`src/rtl/eb1_ifu_compress_enc_if.sv`:
```
// Stream bundle for the RV32 -> RVC compressor: 32-bit instruction input
// and 16-bit parcel output, both valid/ready.
interface eb1_ifu_compress_enc_if;
    logic        in_valid;
    logic        in_ready;
    logic [31:0] in_instr;
    logic        out_valid;
    logic        out_ready;
    logic [15:0] out_parcel;
    logic        out_last;
    logic        out_compressed;

    // Producer of instructions / consumer of parcels.
    modport master (
        output in_valid,
        output in_instr,
        output out_ready,
        input  in_ready,
        input  out_valid,
        input  out_parcel,
        input  out_last,
        input  out_compressed
    );

    // The compressor itself.
    modport slave (
        input  in_valid,
        input  in_instr,
        input  out_ready,
        output in_ready,
        output out_valid,
        output out_parcel,
        output out_last,
        output out_compressed
    );
endinterface

```
`src/rtl/eb1_ifu_compress_enc.sv`:
```
// Streaming RV32 instruction compressor. Re-encodes a fixed RVC subset into
// one 16-bit parcel; anything else leaves as two parcels, low half first.
// Saturating counters track accepted and compressed instructions.
module eb1_ifu_compress_enc #(
    parameter bit          ENABLE = 1'b1,
    parameter int unsigned CNT_W  = 16
) (
    input  logic                      clk,
    input  logic                      rst_l,
    eb1_ifu_compress_enc_if.slave     bus,
    input  logic                      stat_clr,
    output logic [CNT_W-1:0]          cnt_total,
    output logic [CNT_W-1:0]          cnt_cmp
);

    typedef enum logic [0:0] {StEmpty, StHighPend} state_e;

    localparam logic [CNT_W-1:0] CntOne = CNT_W'(1);

    state_e            state_q, state_d;
    logic [15:0]       hi_half_q, hi_half_d;
    logic              out_valid_q, out_valid_d;
    logic [15:0]       out_parcel_q, out_parcel_d;
    logic              out_last_q, out_last_d;
    logic              out_cmp_q, out_cmp_d;
    logic [CNT_W-1:0]  cnt_total_q, cnt_total_d;
    logic [CNT_W-1:0]  cnt_cmp_q, cnt_cmp_d;

    logic        adv;
    logic        accept;
    logic        cmp_hit;
    logic [15:0] cmp_code;

    // Instruction fields
    logic [31:0] ins;
    logic [6:0]  opc;
    logic [4:0]  rd;
    logic [2:0]  f3;
    logic [4:0]  rs1;
    logic [4:0]  rs2;
    logic [6:0]  f7;
    logic        imm_small;
    logic        is_addi;
    logic        is_add;
    logic        is_op;
    logic        is_jalr0;
    logic        rd_is_rs1;
    logic        alu_regs_c;

    assign ins       = bus.in_instr;
    assign opc       = ins[6:0];
    assign rd        = ins[11:7];
    assign f3        = ins[14:12];
    assign rs1       = ins[19:15];
    assign rs2       = ins[24:20];
    assign f7        = ins[31:25];
    // imm[11:5] all equal to imm[5] means it fits in a 6-bit signed field
    assign imm_small = (&f7) | ~(|f7);
    assign is_addi   = (opc == 7'b0010011) && (f3 == 3'b000);
    assign is_op     = (opc == 7'b0110011);
    assign is_add    = is_op && (f3 == 3'b000) && (f7 == 7'b0000000);
    assign is_jalr0  = (opc == 7'b1100111) && (f3 == 3'b000) && (ins[31:20] == 12'h000);
    assign rd_is_rs1 = (rd == rs1);
    assign alu_regs_c = is_op && rd_is_rs1 && (rd[4:3] == 2'b01) && (rs2[4:3] == 2'b01);

    assign adv          = ~out_valid_q | bus.out_ready;
    assign bus.in_ready = (state_q == StEmpty) & adv;
    assign accept       = bus.in_valid & bus.in_ready;

    // Match the RVC subset, first match wins
    always_comb begin
        cmp_hit  = 1'b0;
        cmp_code = 16'h0000;
        if (ENABLE) begin
            if (ins == 32'h0000_0013) begin
                cmp_hit  = 1'b1;
                cmp_code = 16'h0001;
            end else if (ins == 32'h0010_0073) begin
                cmp_hit  = 1'b1;
                cmp_code = 16'h9002;
            end else if (is_addi && rd_is_rs1 && (rd != 5'd0) && (ins[31:20] != 12'h000)
                         && imm_small) begin
                cmp_hit  = 1'b1;
                cmp_code = {3'b000, ins[25], rd, ins[24:20], 2'b01};
            end else if (is_addi && (rs1 == 5'd0) && (rd != 5'd0) && imm_small) begin
                cmp_hit  = 1'b1;
                cmp_code = {3'b010, ins[25], rd, ins[24:20], 2'b01};
            end else if (is_add && (rs1 == 5'd0) && (rd != 5'd0) && (rs2 != 5'd0)) begin
                cmp_hit  = 1'b1;
                cmp_code = {4'b1000, rd, rs2, 2'b10};
            end else if (is_add && rd_is_rs1 && (rd != 5'd0) && (rs2 != 5'd0)) begin
                cmp_hit  = 1'b1;
                cmp_code = {4'b1001, rd, rs2, 2'b10};
            end else if (is_jalr0 && (rd == 5'd0) && (rs1 != 5'd0)) begin
                cmp_hit  = 1'b1;
                cmp_code = {4'b1000, rs1, 5'b00000, 2'b10};
            end else if (is_jalr0 && (rd == 5'd1) && (rs1 != 5'd0)) begin
                cmp_hit  = 1'b1;
                cmp_code = {4'b1001, rs1, 5'b00000, 2'b10};
            end else if (alu_regs_c && (f7 == 7'b0100000) && (f3 == 3'b000)) begin
                cmp_hit  = 1'b1;
                cmp_code = {6'b100011, rd[2:0], 2'b00, rs2[2:0], 2'b01};
            end else if (alu_regs_c && (f7 == 7'b0000000) && (f3 == 3'b100)) begin
                cmp_hit  = 1'b1;
                cmp_code = {6'b100011, rd[2:0], 2'b01, rs2[2:0], 2'b01};
            end else if (alu_regs_c && (f7 == 7'b0000000) && (f3 == 3'b110)) begin
                cmp_hit  = 1'b1;
                cmp_code = {6'b100011, rd[2:0], 2'b10, rs2[2:0], 2'b01};
            end else if (alu_regs_c && (f7 == 7'b0000000) && (f3 == 3'b111)) begin
                cmp_hit  = 1'b1;
                cmp_code = {6'b100011, rd[2:0], 2'b11, rs2[2:0], 2'b01};
            end
        end
    end

    // Output register and high-half buffer; fields hold while stalled
    always_comb begin
        state_d      = state_q;
        hi_half_d    = hi_half_q;
        out_valid_d  = out_valid_q;
        out_parcel_d = out_parcel_q;
        out_last_d   = out_last_q;
        out_cmp_d    = out_cmp_q;
        if (adv) begin
            if (state_q == StHighPend) begin
                out_valid_d  = 1'b1;
                out_parcel_d = hi_half_q;
                out_last_d   = 1'b1;
                out_cmp_d    = 1'b0;
                state_d      = StEmpty;
            end else if (accept) begin
                out_valid_d  = 1'b1;
                out_parcel_d = ins[15:0];
                out_cmp_d    = 1'b0;
                if (cmp_hit) begin
                    out_parcel_d = cmp_code;
                    out_last_d   = 1'b1;
                    out_cmp_d    = 1'b1;
                end else if (ins[1:0] != 2'b11) begin
                    out_last_d   = 1'b1;
                end else begin
                    out_last_d   = 1'b0;
                    hi_half_d    = ins[31:16];
                    state_d      = StHighPend;
                end
            end else begin
                out_valid_d = 1'b0;
            end
        end
    end

    // Saturating statistics; clear beats a same-cycle increment
    always_comb begin
        cnt_total_d = cnt_total_q;
        cnt_cmp_d   = cnt_cmp_q;
        if (stat_clr) begin
            cnt_total_d = '0;
            cnt_cmp_d   = '0;
        end else if (accept) begin
            if (!(&cnt_total_q)) begin
                cnt_total_d = cnt_total_q + CntOne;
            end
            if (cmp_hit && !(&cnt_cmp_q)) begin
                cnt_cmp_d = cnt_cmp_q + CntOne;
            end
        end
    end

    // All state registers
    always_ff @(posedge clk or negedge rst_l) begin
        if (!rst_l) begin
            state_q      <= StEmpty;
            hi_half_q    <= 16'h0000;
            out_valid_q  <= 1'b0;
            out_parcel_q <= 16'h0000;
            out_last_q   <= 1'b0;
            out_cmp_q    <= 1'b0;
            cnt_total_q  <= '0;
            cnt_cmp_q    <= '0;
        end else begin
            state_q      <= state_d;
            hi_half_q    <= hi_half_d;
            out_valid_q  <= out_valid_d;
            out_parcel_q <= out_parcel_d;
            out_last_q   <= out_last_d;
            out_cmp_q    <= out_cmp_d;
            cnt_total_q  <= cnt_total_d;
            cnt_cmp_q    <= cnt_cmp_d;
        end
    end

    assign bus.out_valid      = out_valid_q;
    assign bus.out_parcel     = out_parcel_q;
    assign bus.out_last       = out_last_q;
    assign bus.out_compressed = out_cmp_q;
    assign cnt_total          = cnt_total_q;
    assign cnt_cmp            = cnt_cmp_q;

endmodule

```
`src/flat_wrapper.sv`:
```
// flat-port wrapper written by rule: the top's interface ports become plain ports
module eb1_ifu_compress_enc_flat 
#(
    parameter bit          ENABLE = 1'b1,
    parameter int unsigned CNT_W  = 16
)
  (clk, rst_l, stat_clr, cnt_total, cnt_cmp, bus_in_valid, bus_in_instr, bus_out_ready, bus_in_ready, bus_out_valid, bus_out_parcel, bus_out_last, bus_out_compressed);
  eb1_ifu_compress_enc_if bus_i ();
  input  logic clk;
  input  logic rst_l;
  input  logic stat_clr;
  output logic [CNT_W-1:0] cnt_total;
  output logic [CNT_W-1:0] cnt_cmp;
  input wire logic [$bits(bus_i.in_valid)-1:0] bus_in_valid;
  input wire logic [$bits(bus_i.in_instr)-1:0] bus_in_instr;
  input wire logic [$bits(bus_i.out_ready)-1:0] bus_out_ready;
  output wire logic [$bits(bus_i.in_ready)-1:0] bus_in_ready;
  output wire logic [$bits(bus_i.out_valid)-1:0] bus_out_valid;
  output wire logic [$bits(bus_i.out_parcel)-1:0] bus_out_parcel;
  output wire logic [$bits(bus_i.out_last)-1:0] bus_out_last;
  output wire logic [$bits(bus_i.out_compressed)-1:0] bus_out_compressed;
  assign bus_i.in_valid = bus_in_valid;
  assign bus_i.in_instr = bus_in_instr;
  assign bus_i.out_ready = bus_out_ready;
  assign bus_in_ready = bus_i.in_ready;
  assign bus_out_valid = bus_i.out_valid;
  assign bus_out_parcel = bus_i.out_parcel;
  assign bus_out_last = bus_i.out_last;
  assign bus_out_compressed = bus_i.out_compressed;
  eb1_ifu_compress_enc #(.ENABLE(ENABLE), .CNT_W(CNT_W)) u_core (.clk(clk), .rst_l(rst_l), .bus(bus_i), .stat_clr(stat_clr), .cnt_total(cnt_total), .cnt_cmp(cnt_cmp));
endmodule
```
`config.mk`:
```
export PLATFORM = sky130hd
export DESIGN_NAME = eb1_ifu_compress_enc_flat
export DESIGN_NICKNAME = d
export VERILOG_FILES = /design/src/rtl/eb1_ifu_compress_enc_if.sv /design/src/rtl/eb1_ifu_compress_enc.sv /design/src/flat_wrapper.sv
export SDC_FILE = /design/constraint.sdc
export NUM_CORES = 1
export LEC_CHECK = 0
export BUFFER_PORTS_ARGS = -buffer_cell sky130_fd_sc_hd__buf_4
export CORE_MARGIN = 2
export CORE_UTILIZATION = 50
export DETAILED_ROUTE_END_ITERATION = 12
export PLACE_DENSITY = 0.86
export SYNTH_ARGS = -nofsm -noshare
export SYNTH_HDL_FRONTEND = slang
export SYNTH_SLANG_ARGS = --single-unit
export TNS_END_PERCENT = 10
```
`constraint.sdc`:
```
create_clock -name clk -period 2.6 [get_ports clk]
set_input_delay 0.26 -clock clk [delete_from_list [all_inputs] [get_ports clk]]
set_output_delay 0.26 -clock clk [all_outputs]
set_load 0.05 [all_outputs]
```
Yosys cells after proc, flatten, opt, wreduce, memory -nomap -nowiden
Index checks and enable logic that the tools add are counted.
- add/subtract/negate cells: 2
- equal/unequal tests: 15
- multiplexer cells: 46
- bitwise operators: 9
- reduce and logical (&&, ||, !) cells: 53
- operators with widths (kind ; number):
    two-way mux 16 bit ; 21
    adder 16 x 1 -> 16 bit, second input constant ; 2
    == test 32 x 21 -> 1 bit, second input constant ; 1
    == test 32 x 5 -> 1 bit, second input constant ; 1
    logical AND 1 bit ; 32
    AND reduction 16 bit ; 2
    two-way mux 1 bit ; 25
    nonzero test 5 bit ; 3
    == test 7 x 6 -> 1 bit, second input constant ; 2
    zero test 12 bit ; 1
    nonzero test 12 bit ; 1
    zero test 5 bit ; 2
    == test 3 bit, second input constant ; 3
    == test 7 x 5 -> 1 bit, second input constant ; 1
    == test 7 bit, second input constant ; 1
    zero test 7 bit ; 1
    AND reduction 7 bit ; 1
    OR reduction 7 bit ; 1
    AND reduction 2 bit ; 3
    nonzero test 2 bit ; 3
    == test 5 x 1 -> 1 bit, second input constant ; 1
    == test 5 bit ; 1
    NOT 1 bit ; 5
    AND reduction 5 bit ; 1
    6 further kinds ; 10
- bits in registers: 68
- bits of input ports: 37
- output and inout bits: 52
- word-level logic and storage cells: 133

Depth between registers and ports, before layout
- depth in word-level cells: 22
- gate-level depth with buffers: 11
- depth with buffers taken out: 7

Worst setup path after synthesis
No wires, ideal clock.
- path kind: input-to-reg
- from: input port bus_in_instr[9]
- to: register u_core.hi_half_q[10]
- setup time: 0.125 ns
- arrival time: 2.961 ns
- data required time: 2.475 ns
- setup slack: -0.486 ns
- stages on the path: 11
- buffers on the path: 4
- cells stage by stage: or4_4 > or4b_4 > or4_1 > buf_2 > nand2_1 > and4b_1 > buf_6 > and3b_1 > buf_6 > buf_8 > mux2_4
- word-level cells in the longest chain between the ends: 20
- elaborated cells between the ends (all ways): 44
- classes of those cells: 4 x eq/ne; 12 x mux; 1 x bitwise; 27 x reduce/logical
- ends and longest elaborated chain (what ; RTL line ; source):
    start, declared ; flat_wrapper.sv:15 ; input wire logic [$bits(bus_i.in_instr)-1:0] bus_in_instr;
    == test 5 bit ; eb1_ifu_compress_enc.sv:63 ; assign rd_is_rs1 = (rd == rs1);
    logical AND 1 bit (3 in a row) ; eb1_ifu_compress_enc.sv:64 ; assign alu_regs_c = is_op && rd_is_rs1 && (rd[4:3] == 2'b01) && (rs2[4:3] == 2'b01);
    logical AND 1 bit ; eb1_ifu_compress_enc.sv:103, eb1_ifu_compress_enc.sv:106, eb1_ifu_compress_enc.sv:109 ;
    logical AND 1 bit ; eb1_ifu_compress_enc.sv:109 ; end else if (alu_regs_c && (f7 == 7'b0000000) && (f3 == 3'b111)) begin
    two-way mux 1 bit ; eb1_ifu_compress_enc.sv:109 ;
    two-way mux 1 bit ; eb1_ifu_compress_enc.sv:106 ; end else if (alu_regs_c && (f7 == 7'b0000000) && (f3 == 3'b110)) begin
    two-way mux 1 bit ; eb1_ifu_compress_enc.sv:103 ; end else if (alu_regs_c && (f7 == 7'b0000000) && (f3 == 3'b100)) begin
    two-way mux 1 bit ; eb1_ifu_compress_enc.sv:100 ; end else if (alu_regs_c && (f7 == 7'b0100000) && (f3 == 3'b000)) begin
    (+2 left out) ; -- ;
    two-way mux 1 bit ; eb1_ifu_compress_enc.sv:91 ; end else if (is_add && rd_is_rs1 && (rd != 5'd0) && (rs2 != 5'd0)) begin
    two-way mux 1 bit ; eb1_ifu_compress_enc.sv:88 ; end else if (is_add && (rs1 == 5'd0) && (rd != 5'd0) && (rs2 != 5'd0)) begin
    two-way mux 1 bit ; eb1_ifu_compress_enc.sv:85 ; end else if (is_addi && (rs1 == 5'd0) && (rd != 5'd0) && imm_small) begin
    two-way mux 1 bit ; eb1_ifu_compress_enc.sv:81 ; end else if (is_addi && rd_is_rs1 && (rd != 5'd0) && (ins[31:20] != 12'h000)
    two-way mux 1 bit ; eb1_ifu_compress_enc.sv:78 ; end else if (ins == 32'h0010_0073) begin
    two-way mux 1 bit (*) ; eb1_ifu_compress_enc.sv:75 ; if (ins == 32'h0000_0013) begin
    NOT 1 bit (no line) (*) ; -- ;
    AND reduction 5 bit (no line) (*) ; -- ;
    end signal, assigned ; eb1_ifu_compress_enc.sv:182 ; hi_half_q <= hi_half_d;
    end, declared ; eb1_ifu_compress_enc.sv:21 ; logic [15:0] hi_half_q, hi_half_d;
Every way passes the cells marked *; elsewhere a longest branch is shown, timed or not.
A chain may end at the register's enable or synchronous reset.

Worst setup path after layout
- from: input port bus_in_instr[9]
- to: register u_core.hi_half_q[11]
The elaborated chain is that of the path after synthesis.

==> metrics.txt <==
max_cap viols 0; clock-pin slew on the worst setup and hold paths 80 ps; via count 4,063; first-pass GRT wire length 19.4 mm; Post-Syn Area 3950 um2; num rows 32; die footprint 8630 um2; Post-route DRC 0; Hold Path Class primary input to asynchronous set/reset pin; slew of the pin with the lowest slew margin 879 ps; Hold Buf Count CTS 0; I/O Pins 89; maximum VDD drop 0.000313 V; layout cells sized above 1 37.1%; Initial Util 51.4%; CTS tree built; drt wl/cell 17.9 um; Max Clk Rate 0.374 GHz; yosys warns 0; top sig layer met4; ys flop type dfrtp_1; status complete, but fails checks; syn avg cell area 9.36 um2; worst stage delay on the critical path 550 ps; Yosys cell types 62; data arrival time of the worst path 2910 ps; root buf cell clkbuf_8; sequential cell area 1700 um2; Critical Path Start Type primary input; Core ar. 7690 um2; clk sinks 68; met1 wire length 4.98 mm; RSZ-0062 raised after global routing true; Worst Clk Skew 5.15 ps; most numerous cell on the critical path or4_4; Layout area overhead 38.0%; dpl cells 669; met3 WL post-DR 895 um; Skew-Pair Late Insertion Delay 350 ps; gr usage total 28.8%; Hold Violations, Final 0; final critical-path setup slack -76.9 ps; total congestion overflow 0; post-synthesis register bit count 68; clock tree buffer depth 2; critical path, cell by cell buf_4 > or4_4 > or4b_4 > or4_4 > nand2_1 > and4b_2 > and3b_1 > buf_12 > mux2_4; Critical Path Fanout Max 18; Mapped Cells 422; Die Ht 92.9 um; First-pass DRT Iterations 5; post-synthesis sequential area ratio 43.1%; Setup crit end kind register; number of flops mapped to enable cells by yosys 0; via/cell ratio 5.91; ys async rst share 100%; min Tclk post-route 2680 ps; Worst path slowest cell or4_4; Synthesized Nets 461; failing checks negative setup slack; leak pwr 2.53 nW; Die X 92.9 um; # fillers 608; Slew Limit Fails 0; slew margin rel. 41.4%; largest net degree at the start of global routing 69; Power Density 510 nW/um2; Antenna Violating Nets Remaining 0; vias in the first global route 4,037; number of port buffers 88; total negative slack -1080 ps; CP Buf/Inv Count 2; worst path required time 2830 ps; Tcrit/Tclk final 103%; Crit Path Class primary input to register; antenna fix cells 0; H-tree depth 3; wire length on met2 6.16 mm; RePlAce Congestion 0.944; DR iter-0 viols 216; Top delay family on crit path simple AND/OR/NAND/NOR gates; Non-Filler Instances 687; footprint of the multi-input gates 2150 um2; hpwl dp 9.08 mm; final wirelength 12.3 mm; layout net count 619; CTS Buf Count 9; initial antenna violation count 0; Setup violations, final 18
[report_power, final]
group          internal (mW)  total (mW)  switching (mW)
Clock                  0.351       0.798           0.447
Sequential              1.18        1.25          0.0763
Combinational          0.290       0.730           0.439
Total                   1.82        2.78           0.963
[what timing repair did]
item | CTS | global route
resized for setup | 2 | 5
pin swaps | 2 | 2
hold endpoints to repair | 0 | 0
cloned | 0 | 0
endpoints found under the setup margin | 18 | 25
buffers inserted | 2 | 0
[per-layer routing]
layer	vias up	global-route usage, %
li1	1897	-
met1	1959	36.8
met2	186	48.4
met3	21	5.78
met4	0	10.5
met5	-	0
[worst reg2reg max path, delay by kind of cell, from the launching register on]
| family | cells | cell delay, ps |
|---|---|---|
| multiplexers | 1 | 340 |
| AO/OA/AOI/OAI | 2 | 480 |
| flip-flops | 1 | 420 |
| AND/OR/NAND/NOR | 3 | 730 |
| adder cells (fa/ha/maj) | 1 | 250 |
[cells by family after synthesis]
| group | synth area share, % |
|---|---|
| AND/OR/NAND/NOR | 24.3 |
| AO/OA/AOI/OAI | 17.4 |
| flip-flops | 43.1 |
| buffers and inverters | 3.55 |
| multiplexers | 6.65 |
| XOR/XNOR | 4.43 |
| adder cells (fa/ha/maj) | 0.633 |
[synth_stat cells, drive strengths merged, types with 3 or more instances]
master | count | share of area [%]
dfrtp | 68 | 43
nor2 | 43 | 4.1
nand2 | 33 | 3.1
a21oi | 32 | 4.1
o21ai | 19 | 2.4
mux2 | 18 | 5.9
nand4 | 15 | 2.4
clkbuf | 14 | 1.3
and3 | 13 | 2.1
nand3 | 12 | 1.5
xor2 | 12 | 2.7
inv | 11 | 1.0
and4 | 9 | 2.0
xnor2 | 8 | 1.8
a221oi | 7 | 1.6
a31oi | 7 | 1.1
nor4 | 7 | 1.1
o211ai | 7 | 1.3
a31o | 6 | 1.3
and2 | 6 | 0.95
nor3 | 6 | 0.76
or3 | 6 | 0.95
buf | 5 | 1.2
nor2b | 5 | 0.79
or4 | 5 | 1.0
nor4b | 4 | 0.89
o2111ai | 4 | 0.89
mux2i | 3 | 0.76
nand2b | 3 | 0.48
or2 | 3 | 0.48
[per-stage QoR]
step | area (um2) | setup slack (ps) | utilization [%] | total power, mW | hold slack (ps)
after floorplan | 3950 | -486 | - | 1.68 | -35.6
after global placement | 5220 | -424 | 68.0 | 1.97 | 416
after detailed placement | 5220 | -460 | 68.0 | 1.99 | 429
after CTS | 5420 | -61.6 | 70.5 | 2.78 | 56.0
after global routing | 5450 | -127 | 70.9 | 2.89 | 93.1
final | 5450 | -76.9 | 70.9 | 2.78 | 4.16
[layout make-up]
class	instances	area share [%]
timing repair buffer	166	23.1
tap	102	2.34
multi-input combinational	324	39.4
sequential	68	31.2
clock buffer	9	2.27
inverter	11	0.757
clock inverter	7	0.941
[cell usage in the layout, fill, tap and decap left out, drive strengths merged, types with 6 or more instances in the layout]
cell / n
nor2: 43
nand4: 15
and3: 13
inv: 13
nor4: 7
and2: 6
dfrtp: 68
a221oi: 7
a31o: 6
xnor2: 8
mux2: 18
a31oi: 7
nand2: 33
buf: 166
clkbuf: 9
nor3: 6
o211ai: 7
xor2: 12
or3: 6
nand3: 12
and4: 9
o21ai: 19
a21oi: 32
[state kept, by name (all words and copies together), names as in the netlist]
register,cells
u_core.state_q,1
u_core.bus.out_compressed,1
u_core.bus.out_last,1
u_core.cnt_total,16
u_core.cnt_cmp,16
u_core.bus.out_valid,1
u_core.bus.out_parcel,16
u_core.hi_half_q,16
[path summary, 6_finish.rpt]
| check | start | end | slack, ps | cells after the start |
|---|---|---|---|---|
| hold / removal | rst_l | u_core.hi_half_q[15] | 4 | 1 |
| min in group clk | bus_in_valid | u_core.bus.out_valid | 140 | 2 |
| setup reg to reg | u_core.cnt_cmp[0] | u_core.cnt_cmp[6] | 270 | 7 |
| hold reg to reg | u_core.bus.out_parcel[9] | u_core.bus.out_parcel[9] | 480 | 2 |
| setup / recovery | bus_in_instr[9] | u_core.hi_half_q[11] | -80 | 9 |
| max in group asynchronous | rst_l | u_core.hi_half_q[14] | 2000 | 1 |
(Power assumes the default switching activity.)
